<file path="src/rtl/tone_period_meter.sv">
// Measures the period of an asynchronous square wave in clk cycles and flags lock
// once enough consecutive periods fall inside the nominal window.
module tone_period_meter #(
    parameter int CNT_W       = 12,
    parameter int NOMINAL     = 1250,
    parameter int TOL         = 25,
    parameter int TIMEOUT_CYC = 4095,
    parameter int LOCK_COUNT  = 8
) (
    input  logic             clk,
    input  logic             reset,
    input  logic             enable,
    input  logic             sig_in,
    output logic [CNT_W-1:0] period,
    output logic             period_valid,
    output logic             locked,
    output logic             timeout
);

    localparam int GOOD_W = $clog2(LOCK_COUNT + 1);
    localparam logic [31:0] WIN_LO = (NOMINAL > TOL) ? 32'(NOMINAL - TOL) : 32'd0;
    localparam logic [31:0] WIN_HI = 32'(NOMINAL + TOL);

    typedef enum logic [1:0] {IDLE, WAIT_EDGE, MEASURE} state_t;

    state_t            state, state_next;
    logic              sync1, sync2, sync3;
    logic              edge_det;
    logic              in_window;
    logic [31:0]       cnt_ext;
    logic [CNT_W-1:0]  counter, counter_next;
    logic [CNT_W-1:0]  period_next;
    logic [GOOD_W-1:0] good_cnt, good_next;
    logic              period_valid_next, locked_next, timeout_next;

    // sync1/sync2 resolve metastability; sync3 is the edge-detect history flop
    always_ff @(posedge clk or negedge reset) begin
        if (!reset) begin
            sync1 <= 1'b0;
            sync2 <= 1'b0;
            sync3 <= 1'b0;
        end else begin
            sync1 <= sig_in;
            sync2 <= sync1;
            sync3 <= sync2;
        end
    end

    assign edge_det  = sync2 & ~sync3;
    assign cnt_ext   = 32'(counter);
    assign in_window = (cnt_ext >= WIN_LO) && (cnt_ext <= WIN_HI);

    always_ff @(posedge clk or negedge reset) begin
        if (!reset) begin
            state        <= IDLE;
            counter      <= '0;
            good_cnt     <= '0;
            period       <= '0;
            period_valid <= 1'b0;
            locked       <= 1'b0;
            timeout      <= 1'b0;
        end else begin
            state        <= state_next;
            counter      <= counter_next;
            good_cnt     <= good_next;
            period       <= period_next;
            period_valid <= period_valid_next;
            locked       <= locked_next;
            timeout      <= timeout_next;
        end
    end

    always_comb begin
        state_next        = state;
        counter_next      = counter;
        good_next         = good_cnt;
        period_next       = period;
        period_valid_next = 1'b0;
        locked_next       = locked;
        timeout_next      = 1'b0;

        if (!enable) begin
            state_next   = IDLE;
            counter_next = '0;
            good_next    = '0;
            locked_next  = 1'b0;
        end else begin
            case (state)
                IDLE: begin
                    counter_next = '0;
                    state_next   = WAIT_EDGE;
                end
                WAIT_EDGE: begin
                    if (edge_det) begin
                        counter_next = CNT_W'(1);
                        state_next   = MEASURE;
                    end
                end
                MEASURE: begin
                    // An edge takes priority over a coincident timeout
                    if (edge_det) begin
                        period_next       = counter;
                        period_valid_next = 1'b1;
                        counter_next      = CNT_W'(1);
                        if (in_window) begin
                            if (good_cnt != GOOD_W'(LOCK_COUNT)) begin
                                good_next = good_cnt + GOOD_W'(1);
                            end
                            locked_next = (good_next == GOOD_W'(LOCK_COUNT));
                        end else begin
                            good_next   = '0;
                            locked_next = 1'b0;
                        end
                    end else if (counter == CNT_W'(TIMEOUT_CYC)) begin
                        timeout_next = 1'b1;
                        locked_next  = 1'b0;
                        good_next    = '0;
                        counter_next = '0;
                        state_next   = WAIT_EDGE;
                    end else begin
                        counter_next = counter + CNT_W'(1);
                    end
                end
                default: state_next = IDLE;
            endcase
        end
    end

endmodule

</file>
<file path="config.mk">
export PLATFORM = sky130hd
export DESIGN_NAME = tone_period_meter
export DESIGN_NICKNAME = d
export VERILOG_FILES = /design/src/rtl/tone_period_meter.sv
export SDC_FILE = /design/constraint.sdc
export NUM_CORES = 1
export LEC_CHECK = 0
export CORE_MARGIN = 4
export CORE_UTILIZATION = 45
export DETAILED_ROUTE_END_ITERATION = 10
export GPL_TIMING_DRIVEN = 0
export PLACE_DENSITY = 0.7
export SYNTH_ARGS = -nofsm -noshare
export SYNTH_HDL_FRONTEND = slang
export SYNTH_SLANG_ARGS = --single-unit
</file>
<file path="constraint.sdc">
create_clock -name clk -period 5.7 [get_ports clk]
set_input_delay 0.57 -clock clk [delete_from_list [all_inputs] [get_ports clk]]
set_output_delay 0.57 -clock clk [all_outputs]
set_load 0.05 [all_outputs]
</file>
# Word level (Yosys, flattened, before mapping)
# Index checks and enable logic that the tools add are counted.
[word_totals]
output_inout_bits = 15
inputBits = 4
elab_cells = 65
register_bits = 36
[classes]
n_addsub = 2
n_eq_ne = 11
order_cmp = 2
bitwise = 2
muxes = 32
n_reduce_logical = 6
[ops]
columns = ["operator", "count"]
rows = [
  ["two-way mux 12 bit", 4],
  ["two-way mux 4 bit", 10],
  ["case mux 12 bit (3 select lines)", 1],
  ["adder 12 x 1 -> 12 bit (second input constant)", 1],
  ["equality test 12 bit (second input constant)", 1],
  [">= comparator 12 x 11 -> 1 bit (second input constant)", 1],
  ["less-or-equal comparator 12 x 11 -> 1 bit (second input constant)", 1],
  ["two-way mux 1 bit", 12],
  ["inequality test 3 bit (second input constant)", 3],
  ["two-way mux 2 bit", 4],
  ["case mux 2 bit (3 select lines)", 1],
  ["AND reduction 3 bit", 2],
  ["adder 4 x 1 -> 4 bit (second input constant)", 1],
  ["equality test 4 bit (second input constant)", 1],
  ["inequality test 4 x 1 -> 1 bit (second input constant)", 1],
  ["inequality test 4 bit (second input constant)", 1],
  ["AND reduction 2 bit", 2],
  ["inequality test 3 x 1 -> 1 bit (second input constant)", 1],
  ["equality test 2 x 1 -> 1 bit (second input constant)", 1],
  ["equality test 2 bit (second input constant)", 1],
  ["logical NOT 2 bit", 1],
  ["inequality test 2 x 1 -> 1 bit (second input constant)", 1],
  ["bitwise AND 1 bit", 1],
  ["logical AND 1 bit", 1],
  ["inverter 1 bit", 1],
]

# Longest topological paths before layout
[depth]
depth_word = 11
ltp_mapped = 8
ltp_nobuf = 6

# Worst setup path before layout
# Ideal clock, no wire load.
[synth_path]
kind = "register to register"
start = "register state[0]"
end = "register counter[10]"
required_ns = 5.590
arrival_ns = 1.766
setup_ns = 0.110
path_slack_ns = 3.824
path_stages_with_launch = 9
synth_period_minus_slack_ns = 1.876
cell_sequence = "dfrtp_1 > inv_1 > ha_1 > buf_2 > or4b_4 > o21ai_2 > buf_6 > o221ai_1 > o41ai_1"
[synth_between]
elab_chain_len = 3
elab_cells_between_ends = 8
classes_between = "eq/ne: 4; mux: 2; reduce/logical: 2"
[synth_rtl]
columns = ["item", "line", "rtl"]
rows = [
  ["start, declared", "26", "state_t state, state_next;"],
  ["start signal, assigned", "63", "state <= state_next;"],
  ["equality test 2 bit, or another cell as far along", "88", "case (state)"],
  ["case mux 12 bit (3 select lines), or another cell as far along", "88", ""],
  ["two-way mux 12 bit / AND reduction 2 bit (equally long branches)", "--", ""],
  ["end signal, assigned", "64", "counter <= counter_next;"],
  ["end, declared", "31", "logic [CNT_W-1:0] counter, counter_next;"],
]
# Parallel ways exist; a longest one is shown, timed or not.
# A chain may end at the register's enable or synchronous reset.

# Worst setup path after layout
[layout_path]
start = "input enable"
end = "register locked"
[layout_between]
elab_chain_len = 2
elab_cells_between_ends = 4
classes_between = "eq/ne: 2; mux: 1; reduce/logical: 1"
[layout_rtl]
columns = ["item", "line", "rtl"]
rows = [
  ["start, declared", "12", "input logic enable,"],
  ["inequality test 3 x 1 -> 1 bit (no line) / inequality test 2 x 1 -> 1 bit (equally long branches)", "--", ""],
  ["AND reduction 2 bit (no line)", "--", ""],
  ["end signal, assigned", "68", "locked <= locked_next;"],
  ["end, declared", "16", "output logic locked,"],
]
# Parallel ways exist; a longest one is shown, timed or not.

==> qor.yml <==
timing:
  drv_slew: 0
  timing.fmax_ghz: 0.4332
  final.setup.tns_ns: 0
  rsz0062_at_grt: "no"
  finalCritPeriodShare_pct: 40.50
  tightest_slew_ns: 0.7983
  setup_viol_count_final: 0
  period_needed_ns: 2.308
  finClkSkew_ns: 0.003000
  hold_viol: 0
  slew_headroom_pct: 46.78
grt:
  grt_usage_pct: 18.20
  antenna_found_initial: 0
  grt_max_degree: 37
  grt_pass1_vias: 1545
  gr-total-overflow: 0
  busiest_layer: "met2"
  use_met2_pct: 30.98
  grt.met1_usage_pct: 22.27
  grt_first_pass_wirelength_mm: 7.403
  use_met3_pct: 4.545
critical_path:
  reg2reg_slack_ns: 3.57
  ff2ff_path_depth: 7
  path_delay_family: "simple AND/OR/NAND/NOR gates"
  critical_path_required_ns: 5.93
  path_buf_inv: 2
  crit_path_start_kind: "input pin"
  crit_arrival_ns: 2.54
  timing.rr.start: "state[0]$_DFFE_PN0P_"
  cp-endpoint: "locked$_DFFE_PN0P_"
  crit_path_end_kind: "flop"
  worstPathMaxFanout: 10
  critical_path_class: "input pin to flop"
  path_cells: "clkdlybuf4s50_1 > buf_2 > nand4b_2 > nand4b_1 > nor3_1 > a22o_2"
  crit_path_top_delay_cell: "clkdlybuf4s50_1"
  cp_slowest_stage_delay_ns: 0.52
  r2r_end: "counter[9]$_DFFE_PN0P_"
  cp-startpoint: "enable"
  cp.depth: 6
cts:
  h-tree-depth: 2
  holdBufCountCts: 0
  cts_buffers: 5
  max-clock-path-buffers: 2
  cts_setup_buffers: 0
  clk_pin_slew_ns: 0.07
  cts_tree: "done"
  clock-sinks: 36
  cts_resized: 0
  clock_latency_ns: 0.29
  root_buffer: "clkbuf_8"
route:
  drc_errors: 0
  post_drt_via_cell_ratio: 5.899
  firstDrtPassIters: 4
  num_vias: 1522
  routed_wl_mm: 4.189
  avgRoutedWirePerCell_microns: 16.24
  drtAntennaViolNets: 0
  drtIter0Drc: 144
finish:
  post-route-util_pct: 55.31
  n_antenna_cell: 0
  nets: 219
  synthToLayoutAreaGrowth_pct: 17.25
  drive_above_1_share_pct: 13.94
  fillers: 358
flow_run:
  maxCapViolCount: 0
floorplan:
  fp-row-count: 23
  die_w_microns: 72.99
  start_util_pct: 47.17
  io_pins: 19
  core_region_area_sq_mm: 0.004029
  die_h_microns: 72.99
  die_area_sq_mm: 0.005328
synth:
  synth_area_sq_mm: 0.001901
  syn_nets: 194
  seq_area_frac_synth_pct: 47.40
  async_reset_ff_share_pct: 100.0
  synthDistinctLibCells: 46
  synth_seq_cells: 36
  synth_top_area_share_pct: 47.40
  ys_warn_count: 0
  synthFlopType: "dfrtp_1"
  synth_area_leaders: "dfrtp_1, ha_1, mux2_2"
  yosysMostFrequentCell: "dfrtp_1"
  synth_edf_count: 0
  synth.avg_cell_area_sq_um: 10.44
  syn_inst: 182
  synth_top_area_cell: "dfrtp_1"
  synth_common_cells: "dfrtp_1, nand2_1, inv_1, o21ai_0"
status:
  status: "completed"
power:
  ir_drop_uv: 152.4
  power_density_mw_per_mm2: 232.5
  power.leakage_nw: 0.9604
placement:
  port_buffers: 18
  gp_congestion: 0.8954
  dpl.hpwl_mm: 3.068
hold_path:
  min_path_type: "flop to flop"
## per-stage QoR
stage / setup WS [ns] / power [mW] / area, sq um / cells / hold WS [ns]
floorplan: 3.824 / 0.3138 / 1901 / 182 / 0.2744
global placement: 3.116 / 0.3326 / 2143 / 250 / 0.3354
detailed placement: 3.103 / 0.3359 / 2138 / 250 / 0.3397
CTS: 3.401 / 0.5228 / 2228 / 258 / 0.3555
global route: 3.271 / 0.5463 / 2228 / 258 / 0.3813
finish: 3.392 / 0.5181 / 2228 / 258 / 0.3525
## power breakdown
| group | total (mW) | switching [mW] | internal (mW) | leakage, nW |
|---|---|---|---|---|
| registers | 0.264 | 0.00414 | 0.260 | 0.495 |
| logic | 0.0671 | 0.0443 | 0.0228 | 0.420 |
| clock network | 0.187 | 0.0886 | 0.0986 | 0.0455 |
| total | 0.518 | 0.137 | 0.381 | 0.960 |
## kinds of logic after synthesis
kind of cell	Yosys count	synth area share, %
buffers and inverters	18	4.147
AOI/OAI and AO/OA	42	15.87
and+or+nand+nor	65	20.21
adders and majority gates	8	5.267
xor gates and xnor gates	4	1.844
DFF	36	47.40
muxes	9	5.267
## worst min-delay path by stage
| stage | endpoint | startpoint | cells after the start |
|---|---|---|---|
| 6_report | sync2$_DFF_PN0_ | sync1$_DFF_PN0_ | 0 |
| 5_1_grt | sync2$_DFF_PN0_ | sync1$_DFF_PN0_ | 0 |
| 4_1_cts | sync2$_DFF_PN0_ | sync1$_DFF_PN0_ | 0 |
| 3_5_place_dp | sync2$_DFF_PN0_ | sync1$_DFF_PN0_ | 0 |
| 2_1_floorplan | counter[0]$_DFFE_PN0P_ | reset | 0 |
| 3_3_place_gp | sync2$_DFF_PN0_ | sync1$_DFF_PN0_ | 0 |
## layout by cell type, fill, tap and decap left out, types with 2 or more instances in the layout
| master | instances |
|---|---|
| nand2b_1 | 3 |
| inv_1 | 11 |
| o21ai_0 | 11 |
| xnor2_1 | 2 |
| o41ai_1 | 2 |
| a21oi_1 | 9 |
| mux2_2 | 8 |
| xor2_1 | 2 |
| clkbuf_1 | 5 |
| nand4_1 | 3 |
| nand2_1 | 19 |
| clkdlybuf4s50_1 | 17 |
| buf_2 | 4 |
| o31ai_1 | 5 |
| ha_1 | 8 |
| nor2_1 | 6 |
| a311oi_1 | 3 |
| dfrtp_1 | 36 |
| or4_1 | 4 |
| clkbuf_8 | 6 |
| nor3_1 | 4 |
| a211o_1 | 2 |
| nand3_1 | 9 |
| and3_1 | 2 |
| nor4_1 | 3 |
| a22o_2 | 2 |
## sequential cells by signal, indices dropped and copies added (netlist names)
signal,count
good_cnt,4
counter,12
period_valid,1
timeout,1
sync3,1
locked,1
state,2
period,12
sync2,1
sync1,1
## worst reg2reg max path: cells and delay by family (launching register included)
family	cells	cell delay (ns)
adders and majority gates	1	0.20
buffers and inverters	2	0.25
DFF	1	0.37
AOI/OAI and AO/OA	3	0.66
and+or+nand+nor	1	0.56
## per-layer routing
| layer | vias to the layer above | share of wire (%) |
|---|---|---|
| met3 | 9 | 3.6 |
| met5 | - | 0 |
| li1 | 720 | - |
| met4 | 0 | 1.9 |
| met1 | 769 | 42 |
| met2 | 24 | 52 |
## cell type report
cell class	instances	area [sq um]	area share, %
Inverter	11	41.29	1.853
Multi-Input combinational cell	128	920.9	41.33
Timing Repair Buffer	18	175.2	7.861
Clock buffer	8	90.09	4.043
Sequential cell	36	900.9	40.43
Buffer	7	37.54	1.684
Tap cell	50	62.56	2.807
No activity file was read; power rests on OpenSTA's default activity.
